$ cat src/rtl/demux1x4_stream_pkg.sv
// Shared types and sizing for the 1-to-N packet-aware stream demultiplexer.
// Optional per-lane beat statistics are built in when DEMUX1X4_STATS_EN is defined.
package demux1x4_stream_pkg;

   localparam int DATA_WIDTH_DEF = 4;
   localparam int SEL_WIDTH_DEF  = 2;
   localparam int NUM_OUT        = 1 << SEL_WIDTH_DEF;
   localparam int CNT_WIDTH      = 16;

   typedef enum logic {
      IDLE,
      BURST
   } state_t;

   function automatic int num_out(input int sel_width);
      return 1 << sel_width;
   endfunction

endpackage

$ cat src/rtl/demux1x4_stream_if.sv
// Source-side and lane-side stream signals of the demultiplexer, grouped with
// master (traffic generator) and slave (demux) views.
interface demux1x4_stream_if
   import demux1x4_stream_pkg::*;
#(
   parameter int DATA_WIDTH = DATA_WIDTH_DEF,
   parameter int SEL_WIDTH  = SEL_WIDTH_DEF
);
   localparam int LANES = num_out(SEL_WIDTH);

   logic                        in_valid;
   logic                        in_ready;
   logic [DATA_WIDTH-1:0]       in_data;
   logic [SEL_WIDTH-1:0]        in_sel;
   logic                        in_last;
   logic [LANES-1:0]            out_valid;
   logic [LANES-1:0]            out_ready;
   logic [LANES*DATA_WIDTH-1:0] out_data;
   logic [LANES-1:0]            out_last;
   logic [LANES*CNT_WIDTH-1:0]  beat_cnt;

   modport master (
      output in_valid, in_data, in_sel, in_last, out_ready,
      input  in_ready, out_valid, out_data, out_last, beat_cnt
   );

   modport slave (
      input  in_valid, in_data, in_sel, in_last, out_ready,
      output in_ready, out_valid, out_data, out_last, beat_cnt
   );

endinterface

$ cat src/rtl/demux1x4_stream_chan_buf.sv
// One-entry lane holding register {valid,data,last}; a load wins over a drain
// so a simultaneous drain+fill keeps the lane valid without a bubble.
module demux1x4_stream_chan_buf #(
   parameter int DATA_WIDTH = 4
) (
   input  logic                  clk,
   input  logic                  rst_n,
   input  logic                  load,
   input  logic                  drain,
   input  logic [DATA_WIDTH-1:0] load_data,
   input  logic                  load_last,
   output logic                  valid,
   output logic [DATA_WIDTH-1:0] data,
   output logic                  last
);

   // NOTE: non-blocking assignments so every flop samples pre-edge values.
   // NOTE: data/last are reset as well so idle lanes present all-zero payload.
   always_ff @(posedge clk or negedge rst_n) begin
      if (!rst_n) begin
         valid <= 1'b0;
         data  <= '0;
         last  <= 1'b0;
      end else if (load) begin
         valid <= 1'b1;
         data  <= load_data;
         last  <= load_last;
      end else if (drain) begin
         valid <= 1'b0;
      end
   end

endmodule

$ cat src/rtl/demux1x4_stream.sv
// Registered 1-to-N packet-aware stream demux: route locks on a packet's first
// beat until its last beat. DEMUX1X4_STATS_EN adds 16-bit per-lane beat counters.
module demux1x4_stream
   import demux1x4_stream_pkg::*;
#(
   parameter int DATA_WIDTH = DATA_WIDTH_DEF,
   parameter int SEL_WIDTH  = SEL_WIDTH_DEF
) (
   input  logic              clk,
   input  logic              rst_n,
   demux1x4_stream_if.slave  bus
);
   localparam int LANES = num_out(SEL_WIDTH);

   state_t                 state, state_nxt;
   logic [SEL_WIDTH-1:0]   lock_sel, lock_sel_nxt;
   logic [SEL_WIDTH-1:0]   route;
   logic                   accept;
   logic [LANES-1:0]       load, drain;
   logic [LANES-1:0]       lane_valid, lane_last;
   logic [DATA_WIDTH-1:0]  lane_data [LANES];

   assign route       = (state == IDLE) ? bus.in_sel : lock_sel;
   assign bus.in_ready = !lane_valid[route] || bus.out_ready[route];
   assign accept      = bus.in_valid && bus.in_ready;

   for (genvar k = 0; k < LANES; k++) begin : g_lane
      assign load[k]  = accept && (route == SEL_WIDTH'(k));
      assign drain[k] = lane_valid[k] && bus.out_ready[k];

      demux1x4_stream_chan_buf #(.DATA_WIDTH(DATA_WIDTH)) u_buf (
         .clk       (clk),
         .rst_n     (rst_n),
         .load      (load[k]),
         .drain     (drain[k]),
         .load_data (bus.in_data),
         .load_last (bus.in_last),
         .valid     (lane_valid[k]),
         .data      (lane_data[k]),
         .last      (lane_last[k])
      );
   end

   assign bus.out_valid = lane_valid;
   assign bus.out_last  = lane_last;

   always_comb begin
      bus.out_data = '0;
      for (int k = 0; k < LANES; k++) begin
         bus.out_data[k*DATA_WIDTH +: DATA_WIDTH] = lane_data[k];
      end
   end

   always_ff @(posedge clk or negedge rst_n) begin
      if (!rst_n) begin
         state    <= IDLE;
         lock_sel <= '0;
      end else begin
         state    <= state_nxt;
         lock_sel <= lock_sel_nxt;
      end
   end

   // NOTE: defaults first so every path assigns the next-state signals (no latch).
   always_comb begin
      state_nxt    = state;
      lock_sel_nxt = lock_sel;
      case (state)
         IDLE: begin
            if (accept && !bus.in_last) begin
               state_nxt    = BURST;
               lock_sel_nxt = bus.in_sel;
            end
         end
         BURST: begin
            if (accept && bus.in_last) begin
               state_nxt = IDLE;
            end
         end
         default: state_nxt = IDLE;
      endcase
   end

`ifdef DEMUX1X4_STATS_EN
   logic [CNT_WIDTH-1:0] cnt_q [LANES];

   always_ff @(posedge clk or negedge rst_n) begin
      if (!rst_n) begin
         for (int k = 0; k < LANES; k++) cnt_q[k] <= '0;
      end else begin
         for (int k = 0; k < LANES; k++) begin
            if (load[k]) cnt_q[k] <= cnt_q[k] + CNT_WIDTH'(1);
         end
      end
   end

   always_comb begin
      bus.beat_cnt = '0;
      for (int k = 0; k < LANES; k++) begin
         bus.beat_cnt[k*CNT_WIDTH +: CNT_WIDTH] = cnt_q[k];
      end
   end
`else
   assign bus.beat_cnt = '0;
`endif

endmodule

$ cat src/flat_wrapper.sv
// flat-port wrapper written by rule: the top's interface ports become plain ports
module demux1x4_stream_flat import demux1x4_stream_pkg::*;
#(
   parameter int DATA_WIDTH = DATA_WIDTH_DEF,
   parameter int SEL_WIDTH  = SEL_WIDTH_DEF
)
  (clk, rst_n, bus_in_valid, bus_in_data, bus_in_sel, bus_in_last, bus_out_ready, bus_in_ready, bus_out_valid, bus_out_data, bus_out_last, bus_beat_cnt);
  demux1x4_stream_if #(.DATA_WIDTH(DATA_WIDTH), .SEL_WIDTH(SEL_WIDTH)) bus_i ();
  input  logic clk;
  input  logic rst_n;
  input wire logic [$bits(bus_i.in_valid)-1:0] bus_in_valid;
  input wire logic [$bits(bus_i.in_data)-1:0] bus_in_data;
  input wire logic [$bits(bus_i.in_sel)-1:0] bus_in_sel;
  input wire logic [$bits(bus_i.in_last)-1:0] bus_in_last;
  input wire logic [$bits(bus_i.out_ready)-1:0] bus_out_ready;
  output wire logic [$bits(bus_i.in_ready)-1:0] bus_in_ready;
  output wire logic [$bits(bus_i.out_valid)-1:0] bus_out_valid;
  output wire logic [$bits(bus_i.out_data)-1:0] bus_out_data;
  output wire logic [$bits(bus_i.out_last)-1:0] bus_out_last;
  output wire logic [$bits(bus_i.beat_cnt)-1:0] bus_beat_cnt;
  assign bus_i.in_valid = bus_in_valid;
  assign bus_i.in_data = bus_in_data;
  assign bus_i.in_sel = bus_in_sel;
  assign bus_i.in_last = bus_in_last;
  assign bus_i.out_ready = bus_out_ready;
  assign bus_in_ready = bus_i.in_ready;
  assign bus_out_valid = bus_i.out_valid;
  assign bus_out_data = bus_i.out_data;
  assign bus_out_last = bus_i.out_last;
  assign bus_beat_cnt = bus_i.beat_cnt;
  demux1x4_stream #(.DATA_WIDTH(DATA_WIDTH), .SEL_WIDTH(SEL_WIDTH)) u_core (.clk(clk), .rst_n(rst_n), .bus(bus_i));
endmodule
$ cat config.mk
export PLATFORM = sky130hd
export DESIGN_NAME = demux1x4_stream_flat
export DESIGN_NICKNAME = d
export VERILOG_FILES = /design/src/rtl/demux1x4_stream_pkg.sv /design/src/rtl/demux1x4_stream_if.sv /design/src/rtl/demux1x4_stream_chan_buf.sv /design/src/rtl/demux1x4_stream.sv /design/src/flat_wrapper.sv
export SDC_FILE = /design/constraint.sdc
export NUM_CORES = 1
export LEC_CHECK = 0
export CAP_MARGIN = 10
export CORE_MARGIN = 5
export CORE_UTILIZATION = 38
export DETAILED_ROUTE_END_ITERATION = 10
export PLACE_DENSITY = 0.82
export SYNTH_ARGS = -nofsm -noshare
export SYNTH_HDL_FRONTEND = slang
export SYNTH_SLANG_ARGS = --single-unit
$ cat constraint.sdc
create_clock -name clk -period 1.76 [get_ports clk]
set_input_delay 0.264 -clock clk [delete_from_list [all_inputs] [get_ports clk]]
set_output_delay 0.264 -clock clk [all_outputs]
set_load 0.1 [all_outputs]
=== Word level (Yosys, flattened, before mapping) ===
Cells that the tools add are included.

* Logic and storage cells: 55
* Output and inout bits: 89
* Register bits after elaboration: 27

* Multiplexer cells: 16
* Bitwise logic cells: 1
* $lt $le $gt $ge: 1
* Equality and inequality tests: 3
* Reductions and logical operators: 20

{| class="wikitable"
|+ Operators by type and width
! cell !! count
|-
| two-way mux 1 bit || 12
|-
| logical AND 1 bit || 11
|-
| nonzero test 2 bit || 4
|-
| binary-select mux 1 bit (select 2 bit) || 2
|-
| == test 2 bit (second input constant) || 2
|-
| less-than comparator 2 x 3 -> 1 bit (second input constant) || 1
|-
| == test 2 x 1 -> 1 bit (second input constant) || 1
|-
| zero test 1 bit || 2
|-
| zero test 2 bit || 1
|-
| two-way mux 2 bit || 1
|-
| case mux 1 bit (2 select lines) || 1
|-
| AND reduction 2 bit || 1
|-
| logical OR 1 bit || 1
|-
| inverter 1 bit || 1
|}

=== Longest topological paths before layout ===
* Depth after elaboration: 9
* Mapped depth: 5

=== Modules after synthesis ===
Synthesis repeated with hierarchy kept, for this count alone.

* Cell total of the unflattened synthesis: 151
* Area, all modules: 1757.9 µm²

{| class="wikitable"
|+ By module, submodules not included
! module !! area each (µm²) !! instances !! seq. area each (µm²) !! cells an instance
|-
| demux1x4_stream_chan_buf || 249.0 || 4 || 150.1 || 14
|-
| demux1x4_stream || 762.0 || 1 || 75.1 || 95
|}

=== Worst setup path after synthesis ===
Ideal clock, no wire load.

* Path type: register to output
* Start point: register (tool-made name)
* End point: output bus_in_ready
* Cell stages (with the launch flop): 5
* Data arrival time: 2.527 ns
* Slack: -1.031 ns
* Required time: 1.496 ns
* Buffers on the path: 1
* Cell sequence: dfrtp_1 -> buf_6 -> mux2_4 -> mux2i_2 -> mux2i_1

{| class="wikitable"
|+ RTL lines
! element !! RTL line !! RTL
|-
| end: declaration || flat_wrapper.sv:16 || <nowiki>output wire logic [$bits(bus_i.in_ready)-1:0] bus_in_ready;</nowiki>
|}

==> summary.txt <==
status = complete, but fails checks
violated checks = setup timing
RSZ-0062 raised after global routing = true
I/O Buffers = 38
root buffer cell = clkbuf_8
commonest cells in the netlist = buf_4 (72), dfrtp_1 (27), mux2_2 (20)
warnings from Yosys = 0
Syn Area/Cell = 11.0 um^2
Worst R2R Setup Slack = 0.08 ns
antenna cells = 0
Worst-path clk slew = 0.09 ns
Setup-failing EPs final = 1
CP Data Required Time = 1.50 ns
vias in the first global route = 1123
Worst Skew = 0.00705 ns
max-slew violation count = 0
Hold Crit Class = in -> async
Vias/cell = 4.08
Top Ports = 103
cell count after synthesis = 155
type of origin of the critical path = flop
clk buf depth = 2
Die Footprint = 5950 um^2
Slowest-stage cell, CP = dfrtp_2
routed len/inst = 13.9 um
most instantiated library cell after synthesis = buf_4
delay of the slowest cell on the worst path = 0.44 ns
Detail Route Antenna Nets = 0
Die X = 77.1 um
Initial Util = 39.3%
DRC viols = 0
DRT iter0 DRCs = 39
first-pass GRT wire length = 5740 um
area grow syn2layout = 35.1%
Post-Syn Area = 1710 um^2
sequential cell area fraction in the yosys report = 39.5%
Post-synth ARST share = 100%
DR vias = 1049
Tmin final = 1.91 ns
Final Cell Area = 2310 um^2
fmax = 525 MHz
r2r endpoint = u_core.g_lane[3].u_buf.data[2]
Die Y = 77.1 um
Fin. Hold Viols = 0
largest net degree at the start of global routing = 28
CTS tree = done
Netlist cell types = 20
DP HPWL = 2820 um
Core Region = 4350 um^2
EDFF count, synth = 0
worst r2r path cells = 5
Placed Area = 2240 um^2
CTS Buf Count = 3
htree depth = 1
fin nets = 220
clk sinks = 27
main area contributors after synthesis = dfrtp_1 (39%), buf_4 (32%), mux2_2 (13%)
number of synthesized register bits = 27
MaxCap Viol Count = 0
Initial DRT Pass Iterations = 4
element type at the critical path end = output port
Synth top area share = 39.5%
gr ovfl total = 0
initial antenna violation count = 0
GRT Resource Usage Total = 11.7%
cell taking the most area after synthesis = dfrtp_1
CP dominant cell by count = mux2i_4
Worst EP arrival = 1.64 ns
fin crit share = 108%
final wirelength = 3560 um
Rows = 24
share of cells above drive strength 1 = 37.6%
ys flop type = dfrtp_1
latest clock arrival within the worst-skew pair = 0.27 ns
crit path kind = reg -> out
CP Max Fanout = 4
worst path cell trace = mux2_4 > mux2i_4 > mux2i_4 > buf_12
final worst slack = -0.146 ns
Final Wtd Congestion = 0.855
[worst max-delay path by stage]
stage	slack, ns	to	cells past startpoint
2_1_floorplan	-0.13	bus_in_ready	4
3_3_place_gp	-0.05	bus_in_ready	5
3_5_place_dp	-0.07	bus_in_ready	5
4_1_cts	-0.14	bus_in_ready	4
5_1_grt	-0.19	bus_in_ready	4
6_report	-0.15	bus_in_ready	4
[cell usage in the layout (no fill, tap or decap), drive strengths merged]
master         synthesis  final
a21bo                  1      1
inv                    1      1
nand2                  7      7
conb                   1     64
o22a                   1      1
clkbuf                 0      3
or2b                   4      4
o21ai                  1      1
buf                   73     43
clkdlybuf4s50          0     13
nor2                   2      2
o21a                   1      1
dfrtp                 27     27
mux2i                  8      8
clkinv                 0      1
o22ai                  1      1
mux2                  22     22
o21bai                 1      1
nand4                  4      4
[registers in the layout, indices dropped and copies added (netlist names), named ones only]
name                       flops
u_core.g_lane.u_buf.valid      4
u_core.g_lane.u_buf.data      16
u_core.g_lane.u_buf.last       4
u_core.lock_sel                2
[cell type report]
class                   count  area [um^2]
multi-input cells         117          742
flip-flops and latches     27          677
clock inverters             1         5.00
clock buffers               3         41.3
repair buffers             56          778
well taps                  52         65.1
fillers                   378         2040
inverters                   1         3.75
[through the flow]
stage	instances	setup TNS [ns]	hold WS [ns]	setup slack [ns]	utilization (%)
after detailed placement	251	-0.671	0.540	-0.0668	51.5
after floorplan	218	-0.127	-0.0316	-0.127	-
after CTS	257	-0.138	0.366	-0.138	53.1
after global placement	251	-0.425	0.519	-0.0540	51.5
after global routing	257	-0.191	0.385	-0.191	53.1
final	257	-0.146	0.357	-0.146	53.1
[routing by layer]
metal	vias to the layer above	global-route usage [%]	share of wire (%)
met5	-	0	0
met4	0	2.41	0.39
met3	2	4.80	12
met2	59	20.6	52
met1	514	13.1	36
li1	474	-	-
[logic make-up (layout without fill, tap and decap cells)]
| kind of cell | after synthesis | after routing | synth area share, % |
|---|---|---|---|
| other | 1 | 64 | 0.219 |
| muxes | 30 | 30 | 19.8 |
| AOI/OAI and AO/OA | 6 | 6 | 2.63 |
| DFF | 27 | 27 | 39.5 |
| buffers and inverters | 74 | 61 | 32.5 |
| and+or+nand+nor | 17 | 17 | 5.41 |
[what timing repair did]
action | CTS | global route
pin swaps | 0 | 0
gates resized for setup | 2 | 0
setup endpoints to repair | 1 | 1
cloned | 0 | 0
buffers inserted | 2 | 0
hold buffers | 0 | 0
[worst max-delay path, delay by kind of cell (launching register included)]
kind / cells / cell delay, ns
buffers and inverters: 1 / 0.20
DFF: 1 / 0.44
muxes: 3 / 0.73
Power is not shown: default switching activity piles up to over one toggle a cycle in this logic, so the estimate is an artifact.
